$ cat src/rtl/fetch_pc_if.sv
// Instruction-bus interface between the fetch PC generator (master) and the instruction memory (slave).
// ireq_valid/ireq_addr are held stable from assertion until the cycle iresp_data_ok is high; that cycle completes the single outstanding request.
interface fetch_pc_if;
    logic        ireq_valid;
    logic [63:0] ireq_addr;
    logic        iresp_data_ok;
    logic [31:0] iresp_data;

    modport master (
        output ireq_valid,
        output ireq_addr,
        input  iresp_data_ok,
        input  iresp_data
    );

    modport slave (
        input  ireq_valid,
        input  ireq_addr,
        output iresp_data_ok,
        output iresp_data
    );
endinterface

$ cat src/rtl/fetch_pc.sv
// Fetch PC generator: single-outstanding instruction-bus requester with a one-entry output buffer.
// Optional macro FETCH_MISALIGN_EXC_EN turns misaligned redirect targets into buffered exception markers.
module fetch_pc #(
    parameter logic [63:0] RESET_PC = 64'h0000_0000_8000_0000
) (
    input  logic              clk,
    input  logic              reset,
    input  logic              stall,
    input  logic              redir_valid,
    input  logic [63:0]       redir_pc,
    fetch_pc_if.master        ibus,
    output logic              f_valid,
    output logic [63:0]       f_pc,
    output logic [31:0]       f_instr,
    output logic [2:0]        dbg_state
`ifdef FETCH_MISALIGN_EXC_EN
    ,
    output logic              f_misalign
`endif
);

    typedef enum logic [2:0] {
        START   = 3'd0,
        FETCH   = 3'd1,
        HOLD    = 3'd2,
        DISCARD = 3'd3
`ifdef FETCH_MISALIGN_EXC_EN
        ,
        EXC     = 3'd4
`endif
    } state_t;

    state_t      state, state_n;
    logic [63:0] pc, pc_n;
    logic [63:0] pend_pc, pend_n;
    logic        fv_n;
    logic [63:0] fpc_n;
    logic [31:0] finstr_n;
    logic        acc;
    logic [63:0] tgt;
    logic        go_redir;
    logic [63:0] go_tgt;
`ifdef FETCH_MISALIGN_EXC_EN
    logic        fmis_n;
`endif

    assign acc = redir_valid & ~stall;

`ifdef FETCH_MISALIGN_EXC_EN
    assign tgt = redir_pc;
`else
    // Low target bits are meaningless without the exception path; force word alignment.
    logic unused_redir_lsb;
    assign unused_redir_lsb = ^redir_pc[1:0];
    assign tgt = {redir_pc[63:2], 2'b00};
`endif

    assign ibus.ireq_valid = (state == FETCH) || (state == DISCARD);
    assign ibus.ireq_addr  = pc;
    assign dbg_state       = state;

    always_comb begin
        state_n  = state;
        pc_n     = pc;
        pend_n   = pend_pc;
        fv_n     = f_valid;
        fpc_n    = f_pc;
        finstr_n = f_instr;
        go_redir = 1'b0;
        go_tgt   = tgt;
`ifdef FETCH_MISALIGN_EXC_EN
        fmis_n   = f_misalign;
`endif
        case (state)
            START: state_n = FETCH;
            FETCH: begin
                if (ibus.iresp_data_ok) begin
                    if (acc) begin
                        go_redir = 1'b1;
                    end else begin
                        fv_n     = 1'b1;
                        fpc_n    = pc;
                        finstr_n = ibus.iresp_data;
                        pc_n     = pc + 64'd4;
                        state_n  = HOLD;
                    end
                end else if (acc) begin
                    pend_n  = tgt;
                    state_n = DISCARD;
                end
            end
            HOLD: begin
                if (acc) begin
                    go_redir = 1'b1;
                end else if (!stall) begin
                    fv_n    = 1'b0;
                    state_n = FETCH;
                end
            end
            DISCARD: begin
                // The stale response must drain before the bus can carry the new address.
                if (ibus.iresp_data_ok) begin
                    go_redir = 1'b1;
                    go_tgt   = acc ? tgt : pend_pc;
                end else if (acc) begin
                    pend_n = tgt;
                end
            end
`ifdef FETCH_MISALIGN_EXC_EN
            EXC: begin
                if (acc) begin
                    go_redir = 1'b1;
                end else if (!stall) begin
                    fv_n   = 1'b0;
                    fmis_n = 1'b0;
                end
            end
`endif
            default: state_n = START;
        endcase

        if (go_redir) begin
            fv_n = 1'b0;
`ifdef FETCH_MISALIGN_EXC_EN
            fmis_n = 1'b0;
            if (go_tgt[1:0] != 2'b00) begin
                fv_n     = 1'b1;
                fpc_n    = go_tgt;
                finstr_n = 32'd0;
                fmis_n   = 1'b1;
                state_n  = EXC;
            end else
`endif
            begin
                pc_n    = go_tgt;
                state_n = FETCH;
            end
        end
    end

    always_ff @(posedge clk or negedge reset) begin
        if (!reset) begin
            state   <= START;
            pc      <= RESET_PC;
            pend_pc <= RESET_PC;
            f_valid <= 1'b0;
            f_pc    <= 64'd0;
            f_instr <= 32'd0;
`ifdef FETCH_MISALIGN_EXC_EN
            f_misalign <= 1'b0;
`endif
        end else begin
            state   <= state_n;
            pc      <= pc_n;
            pend_pc <= pend_n;
            f_valid <= fv_n;
            f_pc    <= fpc_n;
            f_instr <= finstr_n;
`ifdef FETCH_MISALIGN_EXC_EN
            f_misalign <= fmis_n;
`endif
        end
    end

endmodule

$ cat src/flat_wrapper.sv
// flat-port wrapper written by rule: the top's interface ports become plain ports
module fetch_pc_flat 
#(
    parameter logic [63:0] RESET_PC = 64'h0000_0000_8000_0000
)
  (clk, reset, stall, redir_valid, redir_pc, f_valid, f_pc, f_instr, dbg_state, ibus_ireq_valid, ibus_ireq_addr, ibus_iresp_data_ok, ibus_iresp_data);
  fetch_pc_if ibus_i ();
  input  logic clk;
  input  logic reset;
  input  logic stall;
  input  logic redir_valid;
  input  logic [63:0] redir_pc;
  output logic f_valid;
  output logic [63:0] f_pc;
  output logic [31:0] f_instr;
  output logic [2:0] dbg_state;
  output wire logic [$bits(ibus_i.ireq_valid)-1:0] ibus_ireq_valid;
  output wire logic [$bits(ibus_i.ireq_addr)-1:0] ibus_ireq_addr;
  input wire logic [$bits(ibus_i.iresp_data_ok)-1:0] ibus_iresp_data_ok;
  input wire logic [$bits(ibus_i.iresp_data)-1:0] ibus_iresp_data;
  assign ibus_ireq_valid = ibus_i.ireq_valid;
  assign ibus_ireq_addr = ibus_i.ireq_addr;
  assign ibus_i.iresp_data_ok = ibus_iresp_data_ok;
  assign ibus_i.iresp_data = ibus_iresp_data;
  fetch_pc #(.RESET_PC(RESET_PC)) u_core (.clk(clk), .reset(reset), .stall(stall), .redir_valid(redir_valid), .redir_pc(redir_pc), .ibus(ibus_i), .f_valid(f_valid), .f_pc(f_pc), .f_instr(f_instr), .dbg_state(dbg_state));
endmodule
$ cat config.mk
export PLATFORM = sky130hd
export DESIGN_NAME = fetch_pc_flat
export DESIGN_NICKNAME = d
export VERILOG_FILES = /design/src/rtl/fetch_pc_if.sv /design/src/rtl/fetch_pc.sv /design/src/flat_wrapper.sv
export SDC_FILE = /design/constraint.sdc
export NUM_CORES = 1
export LEC_CHECK = 0
export CAP_MARGIN = 20
export CORE_ASPECT_RATIO = 0.7
export CORE_MARGIN = 5
export CORE_UTILIZATION = 55
export CTS_BUF_LIST = sky130_fd_sc_hd__clkbuf_8
export CTS_CLUSTER_SIZE = 20
export DETAILED_ROUTE_END_ITERATION = 8
export GPL_ROUTABILITY_DRIVEN = 0
export MAX_ROUTING_LAYER = met4
export PLACE_DENSITY = 0.93
export SYNTH_ARGS = -nofsm -noshare
export SYNTH_HDL_FRONTEND = slang
export SYNTH_SLANG_ARGS = --single-unit
$ cat constraint.sdc
create_clock -name clk -period 6.46 [get_ports clk]
set_clock_uncertainty 0.1 [all_clocks]
set_input_delay 1.292 -clock clk [delete_from_list [all_inputs] [get_ports clk]]
set_output_delay 1.292 -clock clk [all_outputs]
set_load 0.01 [all_outputs]
# Word-level counts from Yosys, hierarchy flattened
# Index checks and enable logic that the tools add are counted.
# W data, S select, Z words.
[word_totals]
ff_bits = 228
output_inout_bits = 165
elab_cells = 57
[classes]
add_sub_neg = 1
n_eq_ne = 11
muxes = 24
n_bitwise = 4
n_reduce_logical = 11
[op_table]
columns = ["operator", "n"]
rows = [
  ["$mux W64", 7],
  ["$add A64 B3 Y64 const B", 1],
  ["$mux W3", 6],
  ["$pmux W3 S4", 1],
  ["$reduce_and A5 Y1", 2],
  ["$mux W1", 8],
  ["$eq A3 B2 Y1 const B", 2],
  ["$ne A3 B2 Y1 const B", 2],
  ["$ne A3 B3 Y1 const B", 2],
  ["$reduce_and A3 Y1", 2],
  ["$ne A4 B2 Y1 const B", 1],
  ["$ne A4 B4 Y1 const B", 1],
  ["$reduce_bool A2 Y1", 2],
  ["$eq A3 B1 Y1 const B", 1],
  ["$logic_not A3 Y1", 1],
  ["$not A1 Y1", 3],
  ["$pmux W1 S3", 1],
  ["$reduce_bool A3 Y1", 1],
  ["$ne A2 B1 Y1 const B", 1],
  ["$ne A2 B2 Y1 const B", 1],
  ["$pmux W1 S2", 1],
  ["$reduce_and A2 Y1", 1],
  ["$reduce_or A2 Y1", 1],
  ["$and A1 B1 Y1", 1],
  ["$logic_or A1 B1 Y1", 1],
]

# Depth between registers and ports, before layout
[logic_depth]
depth_word = 7
ltp_mapped = 9
depth_no_buf = 6

# Least setup slack after synthesis
# OpenSTA, ideal clock, no wires.
[synth_timing]
path_type = "input port to flip-flop"
from = "input port redir_valid"
to = "register u_core.pc[9], in the netlist u_core.ibus.ireq_addr[9]"
setup_ps = 65
arrival_ps = 2881
required_time_ps = 6295
setup_slack_ps = 3414
stages = 8
cell_sequence = "nor2b_1 > clkbuf_1 > nor2_1 > clkbuf_1 > clkbuf_1 > nand2_1 > a31oi_1 > o22a_1"
[synth_between]
elab_chain_len = 6
word_cells_on_any_way = 12
classes_between = "eq/ne (1); mux (7); bitwise (1); reduce/logical (3)"
[synth_rtl]
columns = ["element", "line_no", "rtl"]
rows = [
  ["start: declaration", "flat_wrapper.sv:11", "input logic redir_valid;"],
  ["$and A1 B1 Y1 *", "fetch_pc.sv:47", "assign acc = redir_valid & ~stall;"],
  ["$mux W1", "fetch_pc.sv:78, fetch_pc.sv:93", ""],
  ["$mux W1", "fetch_pc.sv:77", "if (ibus.iresp_data_ok) begin"],
  ["$pmux W1 S3", "fetch_pc.sv:74", "case (state)"],
  ["$ne A2 B2 Y1 (no line) or $reduce_bool A2 Y1 (tied branches)", "n/a", ""],
  ["$reduce_and A3 Y1 (no line)", "n/a", ""],
  ["end signal: assignment", "fetch_pc.sv:154", "pc <= pc_n;"],
  ["end: declaration", "fetch_pc.sv:34", "logic [63:0] pc, pc_n;"],
]
# Mark *: on every way between the ends. The rest lies on a longest branch, timed or not.
# A chain may end at the register's enable or synchronous reset.

# Worst setup path in the final report
[layout_timing]
from = "input port stall"
to = "register u_core.pc[56], in the netlist u_core.ibus.ireq_addr[56]"
[layout_between]
elab_chain_len = 7
word_cells_on_any_way = 13
classes_between = "eq/ne (1); mux (7); bitwise (2); reduce/logical (3)"
[layout_rtl]
columns = ["element", "line_no", "rtl"]
rows = [
  ["start: declaration", "flat_wrapper.sv:10", "input logic stall;"],
  ["$not A1 Y1 *", "fetch_pc.sv:47", ""],
  ["$and A1 B1 Y1 *", "fetch_pc.sv:47", ""],
  ["$mux W1", "fetch_pc.sv:78, fetch_pc.sv:93", ""],
  ["$mux W1", "fetch_pc.sv:77", ""],
  ["$pmux W1 S3", "fetch_pc.sv:74", ""],
  ["$ne A2 B2 Y1 (no line) or $reduce_bool A2 Y1 (tied branches)", "n/a", ""],
  ["$reduce_and A3 Y1 (no line)", "n/a", ""],
]
# Marked as above.

==> results.yml <==
yosys:
  ys_seq_elements: 227
  ys.flop_type: "dfrtp_1"
  synth_cells: 1177
  yosys-top-cells-count: "nand2_1 (379), dfrtp_1 (225), mux2_2 (83), clkbuf_1 (68), nor2_1 (46)"
  ys_types: 63
  yosysWarnings: 0
  async_flop_share: 1.00
  synth_edf_count: 0
  seq_area_frac_synth: 0.518
  synth_top_area_frac: 0.513
  synth_top_area_cell: "dfrtp_1"
  synth_fp_nets: 1279
  synth.most_common_cell: "nand2_1"
  syn_area_per_cell_sq_um: 9.32
  synth_area_leaders: "dfrtp_1 (51%), nand2_1 (13%), mux2_2 (8.5%), clkbuf_1 (2.3%), nand3_1 (1.8%)"
  syn-cell-area_sq_um: 11000
finish:
  nets: 1516
  area_delta_synth_final_pct: 33.0
  layout-drive-gt1-share: 0.118
power_and_ir_drop:
  switching_power_w: 0.00255
  p_int_w: 0.00413
  switching_share: 0.382
  peakVddDrop_uv: 256
  clock_power_share: 0.197
  leakage_nw: 6.39
  power_density_nw_per_um2: 458
  seq_power_share: 0.398
  combinationalPowerShare: 0.405
timing:
  period_needed_ps: 3940
  rsz0062_at_grt: "no"
  worst_pin_slew_ps: 1120
  timing.final.crit_share: 0.609
  hold_viol_final: 0
  timing.slew.headroom: 0.251
  final-setup-viol-count: 0
  finalSetupTns_ps: 0
  fmax_ghz: 0.254
  fin_ws_ps: 2520
  drv_slew: 0
  whs_ps: 375
placement:
  dp_hpwl_microns: 25600
  place_ws_ps: 2150
  io_buffer_count: 262
worst_setup_path:
  path_delay_family: "buffers and inverters"
  crit_fanout: 57
  criticalPathCategory: "input port to register"
  cp.buffers_inverters: 2
  slowest_stage: "a22oi_2"
  end_kind: "register"
  cp.arrival_ps: 4180
  cpPeakStageDelay_ps: 660
  worstPathCellList: "clkdlybuf4s50_1 > nand2b_1 > a22oi_2 > buf_4 > and3_1 > a2bb2oi_1 > a31oi_1"
  crit_path_start_kind: "input port"
  crit_required_ps: 6700
global_routing:
  gr-total-overflow: 0
  grt_usage: 0.323
  grt_pass1_vias: 10200
  antenna_found_initial: 6
  grt_max_degree: 119
  grt_pass1_wl_microns: 56700
clocking:
  ctsLongestPathBuffers: 3
  cts_tree: "yes"
  postCtsSetupRepairBufs: 0
  cts-root-buf: "clkbuf_8"
  worstSkewPairLatency_ps: 540
  hold_buffers: 0
  cts_resized: 0
  cts.sinks: 227
  cts_max_level: 2
  clkTransAtPathRegs_ps: 70
  cts_made_buffers: 37
floorplanning:
  die_y_microns: 128
  io_pins: 266
  start_util: 0.557
  core_sq_um: 19700
  die-area_sq_um: 22900
  die_w_microns: 179
  std_cell_rows: 43
drt:
  dr.pass1.iters: 7
  avgRoutedWirePerCell_microns: 21.2
  via_per_inst: 6.12
  via_count: 10500
  drc_errors: 0
  ant_nets: 0
  totalWireLength_microns: 36400
  dr.first_iter.drc_count: 1517
worst_hold_path:
  hold_path.class: "register to register"
flow_run:
  maxCapViolCount: 0
run_status:
  status: "complete, no violations"
cell type report:
class | count | area [sq um]
Antenna cell | 8 | 20.0
Multi-Input combinational cell | 863 | 5000
Inverter | 8 | 30.0
Clock buffer | 48 | 661
Timing Repair Buffer | 277 | 2740
Clock inverter | 15 | 116
Sequential cell | 227 | 5680
Fill cell | 1332 | 5110
Tap cell | 270 | 338
worst reg2reg max path: stages, from the launching register on:
cell and delay [ps]:
dfrtp_1 580, nor4bb_1 840, nor2_2 30, buf_4 270, or4_4 600, or3_1 370, a31oi_1 230
cell usage in the layout, fill, tap and decap left out, drive strengths merged, types with 3 or more instances in the layout:
cell type,synthesis,final
nand2,379,379
clkdlybuf4s50,0,261
dfrtp,225,225
mux2,83,83
clkbuf,68,48
nor2,46,46
nand3,41,41
o21ai,30,30
nor4,29,29
nand4,25,25
and3,24,24
a31oi,18,18
a21oi,18,18
inv,8,17
buf,11,16
o22ai,15,15
mux2i,14,14
and4,12,12
nor3,12,12
a211oi,10,10
xnor2,9,9
or4,9,9
diode,0,8
nand2b,8,8
and2,8,8
or3,6,6
xor2,5,5
o22a,5,5
a21o,4,4
a32oi,4,4
nor2b,3,3
a22o,3,3
a32o,3,3
a311oi,3,3
o31a,3,3
o311a,3,3
o211a,3,3
o221a,3,3
clkinv,0,3
per-layer routing:
layer	GRT usage	wire length (microns)
met1	0.429	14300
met2	0.463	15800
met3	0.131	5370
met4	0.0871	990
met5	-	0
flip-flops by register name, indices dropped and copies added, names as in the netlist:
signal / cells
u_core.dbg_state: 2
u_core.f_instr: 32
u_core.f_pc: 64
u_core.f_valid: 1
u_core.ibus.ireq_addr: 64
u_core.pend_pc: 64
final timing paths:
| check | from | to | slack (ps) | depth (start not counted) |
|---|---|---|---|---|
| worst max-delay path | stall | u_core.ibus.ireq_addr[56]$_DFFE_PN0P_ | 2520 | 7 |
| max in group asynchronous | reset | u_core.pend_pc[63]$_DFFE_PN0P_ | 4090 | 2 |
| worst min-delay path | u_core.f_pc[19]$_DFFE_PN0P_ | u_core.f_pc[19]$_DFFE_PN0P_ | 370 | 2 |
| worst min register to register | u_core.f_pc[19]$_DFFE_PN0P_ | u_core.f_pc[19]$_DFFE_PN0P_ | 370 | 2 |
| min in group asynchronous | reset | u_core.f_instr[31]$_DFFE_PN0P_ | 720 | 1 |
| worst max register to register | u_core.dbg_state[1]$_DFFE_PN0P_ | u_core.ibus.ireq_addr[32]$_DFFE_PN0P_ | 3330 | 6 |
power by group through the flow:
| stage | clock, W | combinational, W | sequential (W) |
|---|---|---|---|
| after floorplan | 0 | 0.00117 | 0.00264 |
| after global placement | 0 | 0.00258 | 0.00260 |
| after detailed placement | 0 | 0.00267 | 0.00265 |
| after CTS | 0.00133 | 0.00269 | 0.00263 |
| after global routing | 0.00140 | 0.00290 | 0.00273 |
| final | 0.00132 | 0.00270 | 0.00266 |
cell families (layout without fill, tap and decap cells):
family,count (synthesis),count (layout),synth area share
compound gates,141,141,0.0882
xor+xnor,14,14,0.0112
fa+ha+maj,1,1,0.00114
buf+inv,87,348,0.0311
flops,227,227,0.518
mux,97,97,0.0980
other cells,1,9,0.000342
simple gates,609,609,0.252
per-stage QoR:
step / instances / instance area, sq um / util / power [W]
2_1_floorplan: 1177 / 11000 / - / 0.00381
3_3_place_gp: 1645 / 13800 / 0.700 / 0.00519
3_5_place_dp: 1645 / 13800 / 0.700 / 0.00532
4_1_cts: 1708 / 14600 / 0.740 / 0.00665
5_1_grt: 1715 / 14600 / 0.741 / 0.00704
6_report: 1716 / 14600 / 0.741 / 0.00668
No activity file was read; power rests on OpenSTA's default activity.
